==> src/rtl/updown_count_sequencer_if.sv <==
// Control/status bundle for the up/down count sequencer.
// The master drives start/stop/hold and the sweep configuration; the slave (the sequencer)
// returns the count value, its complement, the direction flag and the status pulses.
interface updown_count_sequencer_if #(
    parameter int WIDTH = 4,
    parameter int SWP_W = 4
);
    logic             start;
    logic             stop;
    logic             hold;
    logic [1:0]       mode;
    logic [WIDTH-1:0] lo;
    logic [WIDTH-1:0] hi;
    logic [SWP_W-1:0] sweeps;
    logic [WIDTH-1:0] q;
    logic [WIDTH-1:0] qb;
    logic             up_down;
    logic             busy;
    logic             tc;
    logic             done;
    logic             err;

    modport master (
        output start, stop, hold, mode, lo, hi, sweeps,
        input  q, qb, up_down, busy, tc, done, err
    );

    modport slave (
        input  start, stop, hold, mode, lo, hi, sweeps,
        output q, qb, up_down, busy, tc, done, err
    );
endinterface

==> src/rtl/updown_count_sequencer.sv <==
// Up/down count sequencer: runs the count register through single up/down sweeps,
// ping-pong sweeps with a reversal limit, or continuous up-wrap between latched bounds.
// The count never leaves [lo, hi], so no modular wrap through zero can occur.
module updown_count_sequencer #(
    parameter int WIDTH = 4,
    parameter int SWP_W = 4
) (
    input logic                    clk,
    input logic                    rst,
    updown_count_sequencer_if.slave bus
);
    typedef enum logic [2:0] {
        IDLE     = 3'd0,
        RUN_UP   = 3'd1,
        RUN_DOWN = 3'd2,
        PAUSE    = 3'd3,
        DONE     = 3'd4
    } state_t;

    localparam logic [WIDTH-1:0] ONE     = WIDTH'(1);
    localparam logic [SWP_W-1:0] SWP_ONE = SWP_W'(1);

    state_t           state;
    logic [1:0]       mode_r;
    logic [WIDTH-1:0] lo_r;
    logic [WIDTH-1:0] hi_r;
    logic [SWP_W-1:0] swp_r;
    logic [SWP_W-1:0] swp_cnt;
    logic [WIDTH-1:0] q_r;
    logic             up_r;
    logic             busy_r;
    logic             done_r;
    logic             err_r;
    logic [SWP_W-1:0] swp_nxt;
    logic             swp_last;

    // Value after reversing at hi; clamps to lo when the range is a single value.
    function automatic logic [WIDTH-1:0] after_top(input logic [WIDTH-1:0] l,
                                                   input logic [WIDTH-1:0] h);
        return (h == l) ? l : h - ONE;
    endfunction

    // Value after reversing at lo; clamps to hi when the range is a single value.
    function automatic logic [WIDTH-1:0] after_bottom(input logic [WIDTH-1:0] l,
                                                      input logic [WIDTH-1:0] h);
        return (h == l) ? h : l + ONE;
    endfunction

    // A sweep limit of zero means the ping-pong / wrap sequence never finishes on its own.
    assign swp_nxt  = swp_cnt + SWP_ONE;
    assign swp_last = (swp_r != '0) && (swp_nxt == swp_r);

    assign bus.q       = q_r;
    assign bus.qb      = ~q_r;
    assign bus.up_down = up_r;
    assign bus.busy    = busy_r;
    assign bus.done    = done_r;
    assign bus.err     = err_r;
    assign bus.tc      = ((state == RUN_UP)   && (q_r == hi_r)) ||
                         ((state == RUN_DOWN) && (q_r == lo_r));

    // Sequencer FSM, count register and registered status flags.
    always_ff @(posedge clk) begin
        if (rst) begin
            state   <= IDLE;
            q_r     <= '0;
            up_r    <= 1'b0;
            busy_r  <= 1'b0;
            done_r  <= 1'b0;
            err_r   <= 1'b0;
            swp_cnt <= '0;
        end else begin
            done_r <= 1'b0;
            err_r  <= 1'b0;
            case (state)
                IDLE: begin
                    if (bus.start && !bus.stop) begin
                        if (bus.lo > bus.hi) begin
                            err_r <= 1'b1;
                        end else begin
                            mode_r  <= bus.mode;
                            lo_r    <= bus.lo;
                            hi_r    <= bus.hi;
                            swp_r   <= bus.sweeps;
                            swp_cnt <= '0;
                            busy_r  <= 1'b1;
                            if (bus.mode == 2'b01) begin
                                q_r   <= bus.hi;
                                up_r  <= 1'b0;
                                state <= RUN_DOWN;
                            end else begin
                                q_r   <= bus.lo;
                                up_r  <= 1'b1;
                                state <= RUN_UP;
                            end
                        end
                    end
                end
                RUN_UP: begin
                    if (bus.stop) begin
                        state  <= IDLE;
                        busy_r <= 1'b0;
                    end else if (bus.hold) begin
                        state <= PAUSE;
                    end else if (q_r != hi_r) begin
                        q_r <= q_r + ONE;
                    end else if (mode_r[1]) begin
                        swp_cnt <= swp_nxt;
                        if (swp_last) begin
                            state  <= DONE;
                            done_r <= 1'b1;
                            busy_r <= 1'b0;
                        end else if (mode_r == 2'b10) begin
                            state <= RUN_DOWN;
                            up_r  <= 1'b0;
                            q_r   <= after_top(lo_r, hi_r);
                        end else begin
                            q_r <= lo_r;
                        end
                    end else begin
                        state  <= DONE;
                        done_r <= 1'b1;
                        busy_r <= 1'b0;
                    end
                end
                RUN_DOWN: begin
                    if (bus.stop) begin
                        state  <= IDLE;
                        busy_r <= 1'b0;
                    end else if (bus.hold) begin
                        state <= PAUSE;
                    end else if (q_r != lo_r) begin
                        q_r <= q_r - ONE;
                    end else if (mode_r == 2'b10) begin
                        swp_cnt <= swp_nxt;
                        if (swp_last) begin
                            state  <= DONE;
                            done_r <= 1'b1;
                            busy_r <= 1'b0;
                        end else begin
                            state <= RUN_UP;
                            up_r  <= 1'b1;
                            q_r   <= after_bottom(lo_r, hi_r);
                        end
                    end else begin
                        state  <= DONE;
                        done_r <= 1'b1;
                        busy_r <= 1'b0;
                    end
                end
                PAUSE: begin
                    if (bus.stop) begin
                        state  <= IDLE;
                        busy_r <= 1'b0;
                    end else if (!bus.hold) begin
                        state <= up_r ? RUN_UP : RUN_DOWN;
                    end
                end
                DONE: begin
                    state <= IDLE;
                end
                default: begin
                    state  <= IDLE;
                    busy_r <= 1'b0;
                end
            endcase
        end
    end
endmodule
==> src/flat_wrapper.sv <==
// flat-port wrapper written by rule: the top's interface ports become plain ports
module updown_count_sequencer_flat 
#(
    parameter int WIDTH = 4,
    parameter int SWP_W = 4
)
  (clk, rst, bus_start, bus_stop, bus_hold, bus_mode, bus_lo, bus_hi, bus_sweeps, bus_q, bus_qb, bus_up_down, bus_busy, bus_tc, bus_done, bus_err);
  updown_count_sequencer_if #(.WIDTH(WIDTH), .SWP_W(SWP_W)) bus_i ();
  input logic clk;
  input logic rst;
  input wire logic [$bits(bus_i.start)-1:0] bus_start;
  input wire logic [$bits(bus_i.stop)-1:0] bus_stop;
  input wire logic [$bits(bus_i.hold)-1:0] bus_hold;
  input wire logic [$bits(bus_i.mode)-1:0] bus_mode;
  input wire logic [$bits(bus_i.lo)-1:0] bus_lo;
  input wire logic [$bits(bus_i.hi)-1:0] bus_hi;
  input wire logic [$bits(bus_i.sweeps)-1:0] bus_sweeps;
  output wire logic [$bits(bus_i.q)-1:0] bus_q;
  output wire logic [$bits(bus_i.qb)-1:0] bus_qb;
  output wire logic [$bits(bus_i.up_down)-1:0] bus_up_down;
  output wire logic [$bits(bus_i.busy)-1:0] bus_busy;
  output wire logic [$bits(bus_i.tc)-1:0] bus_tc;
  output wire logic [$bits(bus_i.done)-1:0] bus_done;
  output wire logic [$bits(bus_i.err)-1:0] bus_err;
  assign bus_i.start = bus_start;
  assign bus_i.stop = bus_stop;
  assign bus_i.hold = bus_hold;
  assign bus_i.mode = bus_mode;
  assign bus_i.lo = bus_lo;
  assign bus_i.hi = bus_hi;
  assign bus_i.sweeps = bus_sweeps;
  assign bus_q = bus_i.q;
  assign bus_qb = bus_i.qb;
  assign bus_up_down = bus_i.up_down;
  assign bus_busy = bus_i.busy;
  assign bus_tc = bus_i.tc;
  assign bus_done = bus_i.done;
  assign bus_err = bus_i.err;
  updown_count_sequencer #(.WIDTH(WIDTH), .SWP_W(SWP_W)) u_core (.clk(clk), .rst(rst), .bus(bus_i));
endmodule
==> config.mk <==
export PLATFORM = sky130hd
export DESIGN_NAME = updown_count_sequencer_flat
export DESIGN_NICKNAME = d
export VERILOG_FILES = /design/src/rtl/updown_count_sequencer_if.sv /design/src/rtl/updown_count_sequencer.sv /design/src/flat_wrapper.sv
export SDC_FILE = /design/constraint.sdc
export NUM_CORES = 1
export LEC_CHECK = 0
export ABC_AREA = 1
export CORE_MARGIN = 1.5
export CORE_UTILIZATION = 40
export CTS_BUF_LIST = sky130_fd_sc_hd__clkbuf_16
export CTS_CLUSTER_SIZE = 20
export DETAILED_ROUTE_END_ITERATION = 6
export DONT_BUFFER_PORTS = 1
export GPL_ROUTABILITY_DRIVEN = 0
export GPL_TIMING_DRIVEN = 0
export PLACE_DENSITY = 0.64
export SYNTH_ARGS = -nofsm -noshare
export SYNTH_HDL_FRONTEND = slang
export SYNTH_SLANG_ARGS = --single-unit
==> constraint.sdc <==
create_clock -name clk -period 3.3 [get_ports clk]
set_input_delay 0 -clock clk [delete_from_list [all_inputs] [get_ports clk]]
set_output_delay 0 -clock clk [all_outputs]
set_load 0.01 [all_outputs]
### Word-level counts from Yosys, hierarchy flattened

Index checks and enable logic that the tools add are counted.

* register bits after elaboration: 29
* bits of input ports: 19
* output and inout bits: 13
* word-level logic and storage cells: 162

* $add $sub $neg: 5
* order comparisons: 1
* equal/unequal tests: 38
* mux-type cells: 85
* bitwise operators: 6
* reductions and logical operators: 16

Operator list (count)
* 4-bit two-way mux: 26
* 3-bit two-way mux: 15
* 1-bit two-way mux: 36
* 2-bit != test, second input constant: 12
* 3-bit != test, second input constant: 8
* 4-bit one-hot mux with 3 select lines: 2
* 11-bit AND reduction: 2
* 4-bit equality test: 4
* 14-bit AND reduction: 1
* 4-bit by 1-bit adder with 4-bit output, second input constant: 3
* 3-bit one-hot mux with 4 select lines: 1
* 4-bit != test: 2
* 4-bit != test, second input constant: 2
* 8-bit AND reduction: 1
* 4-bit by 1-bit subtractor with 4-bit output, second input constant: 2
* 3-bit by 2-bit equality test with 1-bit output, second input constant: 2
* 6-bit != test, second input constant: 1
* 6-bit AND reduction: 1
* 1-bit inverter: 5
* 1-bit one-hot mux with 5 select lines: 1
* 4-bit > comparator: 1
* 1-bit logical AND: 4
* 2-bit two-way mux: 2
* 2-bit by 1-bit != test with 1-bit output, second input constant: 2
* other kinds (15): 15

### Logic depth before layout (Yosys ltp)

* word-level depth: 9
* gate-level depth with buffers: 13
* mapped depth without buffers: 13

### Least setup slack after synthesis

Ideal clock, no wire load.

* path kind: input to register
* start point: in bus_hi[1]
* end point: reg u_core.hi_r[0] (enable)
* library setup time: 463 ps
* data arrival time: 2980 ps
* data required time: 2837 ps
* path slack: -143 ps
* stages: 7
* path buffers: 0
* cells stage by stage: inv_1 -> ha_1 -> inv_1 -> nor2_1 -> o21ai_0 -> nand2_1 -> a2111oi_0

* word-level cells in the longest chain between the ends: 3

RTL lines
* start, declared: line flat_wrapper.sv:16 `input wire logic [$bits(bus_i.hi)-1:0] bus_hi;`
* 4-bit > comparator: line updown_count_sequencer.sv:78 `if (bus.lo > bus.hi) begin`
* 1-bit inverter (no line)
* 4-bit AND reduction (no line)
* end signal, assigned: line updown_count_sequencer.sv:83 `hi_r <= bus.hi;`
* end, declared: line updown_count_sequencer.sv:26 `logic [WIDTH-1:0] hi_r;`

Every way passes these cells.
A chain may end at the register's enable or synchronous reset.

### Final worst setup path

* start point: reg u_core.swp_cnt[0]
* end point: reg u_core.q_r[2], in the netlist u_core.bus.q[2]

* word-level cells in the longest chain between the ends: 5
* elaborated cells on any way between the ends: 6

RTL lines
* start, declared: line updown_count_sequencer.sv:28 `logic [SWP_W-1:0] swp_cnt;`
* start signal, assigned: line updown_count_sequencer.sv:108 `swp_cnt <= swp_nxt;`
* start signal, assigned: line updown_count_sequencer.sv:135 `swp_cnt <= swp_nxt;`
* 4-bit by 1-bit adder with 4-bit output (*): line updown_count_sequencer.sv:50 `assign swp_nxt = swp_cnt + SWP_ONE;`
* 4-bit equality test (*): line updown_count_sequencer.sv:51 `assign swp_last = (swp_r != '0) && (swp_nxt == swp_r);`
* 1-bit logical AND (*): line updown_count_sequencer.sv:51
* 3-bit != test (no line)
* 11-bit AND reduction (no line) (*)
* end signal, assigned: line updown_count_sequencer.sv:88 `q_r <= bus.hi;`
* end signal, assigned: line updown_count_sequencer.sv:92 `q_r <= bus.lo;`
* end signal, assigned: line updown_count_sequencer.sv:106 `q_r <= q_r + ONE;`
* end, declared: line updown_count_sequencer.sv:29 `logic [WIDTH-1:0] q_r;`

Mark *: on every way between the ends. The rest lies on a longest branch, timed or not.

==> out/results.md <==
Run status
* outcome: completed

Clocking
* # Post-CTS Setup Buffers: 0
* Longest Clk Path Bufs: 2
* count of hold-fix buffers inserted at cts: 16
* root cell of the clock tree: clkbuf_16
* clock tree from TritonCTS: yes
* CTS H-tree lvls: 2
* clock insertion delay at the later pin of the skew report: 270 ps
* CTS clock-pin slew for the worst setup and hold paths: 50 ps
* sink count of the clock tree: 29
* number of gates resized after CTS: 0
* Num CTS Buffers: 5

Min path
* path class of the lowest-slack min-delay path: in2reg
* Min-Delay Startpoint: bus_stop

Drt
* number of nets with antenna violations after detailed routing: 0
* per-cell via count in the routed design: 5.110
* iteration-0 DRC count of the detailed router: 168
* detailed-route DRC error count: 0
* mean routed wirelength per cell: 13.13 um
* Vias: 2238
* number of iterations in the first detailed-routing pass: 4
* final WL: 5749 um

Place
* total placed cells including tap cells: 414
* placed wire-length estimate: 4369 um
* number of buffer cells added on primary ports: 0

Timing
* setup repair after global routing missed its margin: false
* Hold Violations, Final: 0
* count of final max-slew check failures: 0
* final setup violation count: 0
* final critical delay including setup and external delays: 1933 ps
* summed negative setup slack over all endpoints: 0 ps
* ratio of final minimum period to clock period: 58.57%
* Fmax: 517.4 MHz
* final setup skew: 2.669 ps
* actual slew at the worst max-slew pin: 432.9 ps
* slew margin rel.: 70.84%

Logic synthesis
* flops & latches, synth: 29
* synthesized netlist cell count: 340
* Synth area leader: edfxtp_1
* number of different library cells in the post-synthesis netlist: 32
* Yosys Warn Count: 0
* top cell type's share of synthesized area: 17.71%
* post-synthesis net count: 368
* post-synthesis average cell area: 6.981 um^2
* synthesized area: 2374 um^2
* share of synthesized area occupied by flip-flops and latches: 30.36%
* top post-synthesis cells by area: edfxtp_1, nand2_1, dfxtp_1, nand3_1, ha_1

Setup path
* sort of element at the start of the critical path: flip-flop
* kind of critical path: reg2reg
* Max FO, Critical Path: 8
* arrival time of the worst setup path: 2100 ps
* data required time of the critical path: 3470 ps
* CP max stage cell: dfxtp_1
* Worst R2R Start: u_core.swp_cnt[0]
* crit path from: u_core.swp_cnt[0]
* critical-path cell list: ha_1, xnor2_1, nand2_1, nor2_2, nand3_2, nand2_1, nand2_2, nand3_4, nand2_1, nand2_1, nor2_1
* most repeated library cell on the critical path: nand2_1
* delay of the slowest critical-path stage: 450 ps
* sort of element at the end of the critical path: flip-flop

Power and ir drop
* static power due to leakage: 1.266 nW
* worst IR drop on VDD: 0.0003604 V
* power density of the placed cells: 509.6 nW/um^2

Finish
* layout cell share with drive strength beyond 1: 19.67%
* Synth-to-Final Area Change: 17.13%
* number of nets in the layout: 393
* Final Instance Count excl. Fillers: 438
* diode insertion count for antenna repair: 0

Global routing
* maximum number of pins on one net before global-route repair: 11
* All-Layer GR Usage: 19.02%
* global-route wire length before repair: 9466 um
* number of antenna violations at the first check in global routing: 0
* via count of the first global-routing pass: 1972
* Congestion Overflow GR: 0

Floorplanning
* overall die width: 80.03 um
* Die Ht: 80.03 um
* Core Box Area: 5608 um^2
* FP Rows: 27
* Initial Util: 42.32%
* number of ports placed on the die boundary: 32
* Die Footprint: 6405 um^2

Run
* Max Cap Violations: 0

[report_power, final]
part           switching [mW]  internal (mW)
clock network           0.158          0.272
logic                   0.330          0.185
registers              0.0549          0.417
total                   0.543          0.874
[per-stage QoR]
stage	hold slack (ps)	setup slack, ps	instance area [um^2]	util, %	total power, mW
2_1_floorplan	98.87	530.8	2375	-	0.8733
3_3_place_gp	98.92	-288.9	2465	43.95	0.9657
3_5_place_dp	98.92	1418	2482	44.27	0.9743
4_1_cts	8.016	1407	2780	49.58	1.419
5_1_grt	24.85	1210	2780	49.58	1.505
6_report	10.67	1367	2780	49.58	1.417
[state kept, by name (all words and copies together), names as in the netlist]
register	flops
u_core.bus.busy	1
u_core.bus.done	1
u_core.bus.err	1
u_core.bus.q	4
u_core.bus.up_down	1
u_core.hi_r	4
u_core.lo_r	4
u_core.mode_r	2
u_core.state	3
u_core.swp_cnt	4
u_core.swp_r	4
[cell usage after synthesis]
library cell,count
nand3_1,38
inv_2,16
buf_1,1
nand2_2,12
inv_1,26
a2111oi_0,1
clkbuf_1,1
inv_4,1
buf_4,2
o22ai_1,2
o21ai_1,5
nand4_1,6
o21ai_2,1
or2_2,1
a21oi_1,17
buf_2,2
nor3_1,2
nor2_1,27
xnor2_1,3
nand3_4,2
o21ai_0,7
nor4_1,2
dfxtp_1,15
nor2_2,12
nor2_4,7
nand2_4,3
nand3_2,4
nand3b_1,2
edfxtp_1,14
ha_1,9
nand2_1,87
xor2_1,12
[cell families after synthesis]
group                      share of synthesized area [%]
AOI/OAI and AO/OA                                  7.380
xor gates and xnor gates                           5.535
adders and majority gates                          4.744
buffers and inverters                              8.276
DFF                                                30.36
and+or+nand+nor                                    43.70
[worst paths after layout]
path	slack (ps)	cells after the start	end
worst max-delay path	1370	11	u_core.bus.q[2]
worst min-delay path	10	3	u_core.bus.err
worst max register to register	1370	11	u_core.bus.q[2]
worst min register to register	480	2	u_core.swp_cnt[3]
[per-layer routing]
layer	vias up	track usage [%]	wire, um
met3	9	3.543	312
met2	56	31.01	2672
met5	-	0	0
met1	1012	25.38	2702
met4	0	5.690	61
li1	1161	-	-
[cells in the final DEF, fill, tap and decap left out, types with 3 or more instances in the layout]
cell,count
ha_1,9
xnor2_1,3
dfxtp_1,15
o21ai_0,7
inv_2,16
nand2_1,87
nor2_4,7
dlygate4sd3_1,16
clkbuf_16,5
edfxtp_1,14
buf_2,3
buf_4,3
nor2_1,27
xor2_1,12
nor2_2,12
nand3_2,4
nand2_2,12
a21oi_1,17
nand2_4,3
o21ai_1,5
nand3_1,38
nand4_1,6
inv_1,28
[area by class of cell]
cell class | instances | area, um^2
clock inverters | 3 | 12.51
inverters | 43 | 163.9
fillers | 560 | 2828
multi-input cells | 262 | 1463
repair buffers | 18 | 172.7
clock buffers | 5 | 125.1
plain buffers | 6 | 32.53
flip-flops and latches | 29 | 720.7
well taps | 72 | 90.09
[worst max-delay path, delay by kind of cell (launching register included)]
kind	cells	cell delay (ps)
adders and majority gates	1	310
DFF	1	450
and+or+nand+nor	9	920
xor gates and xnor gates	1	150
Power figures use the tool's default switching activity.
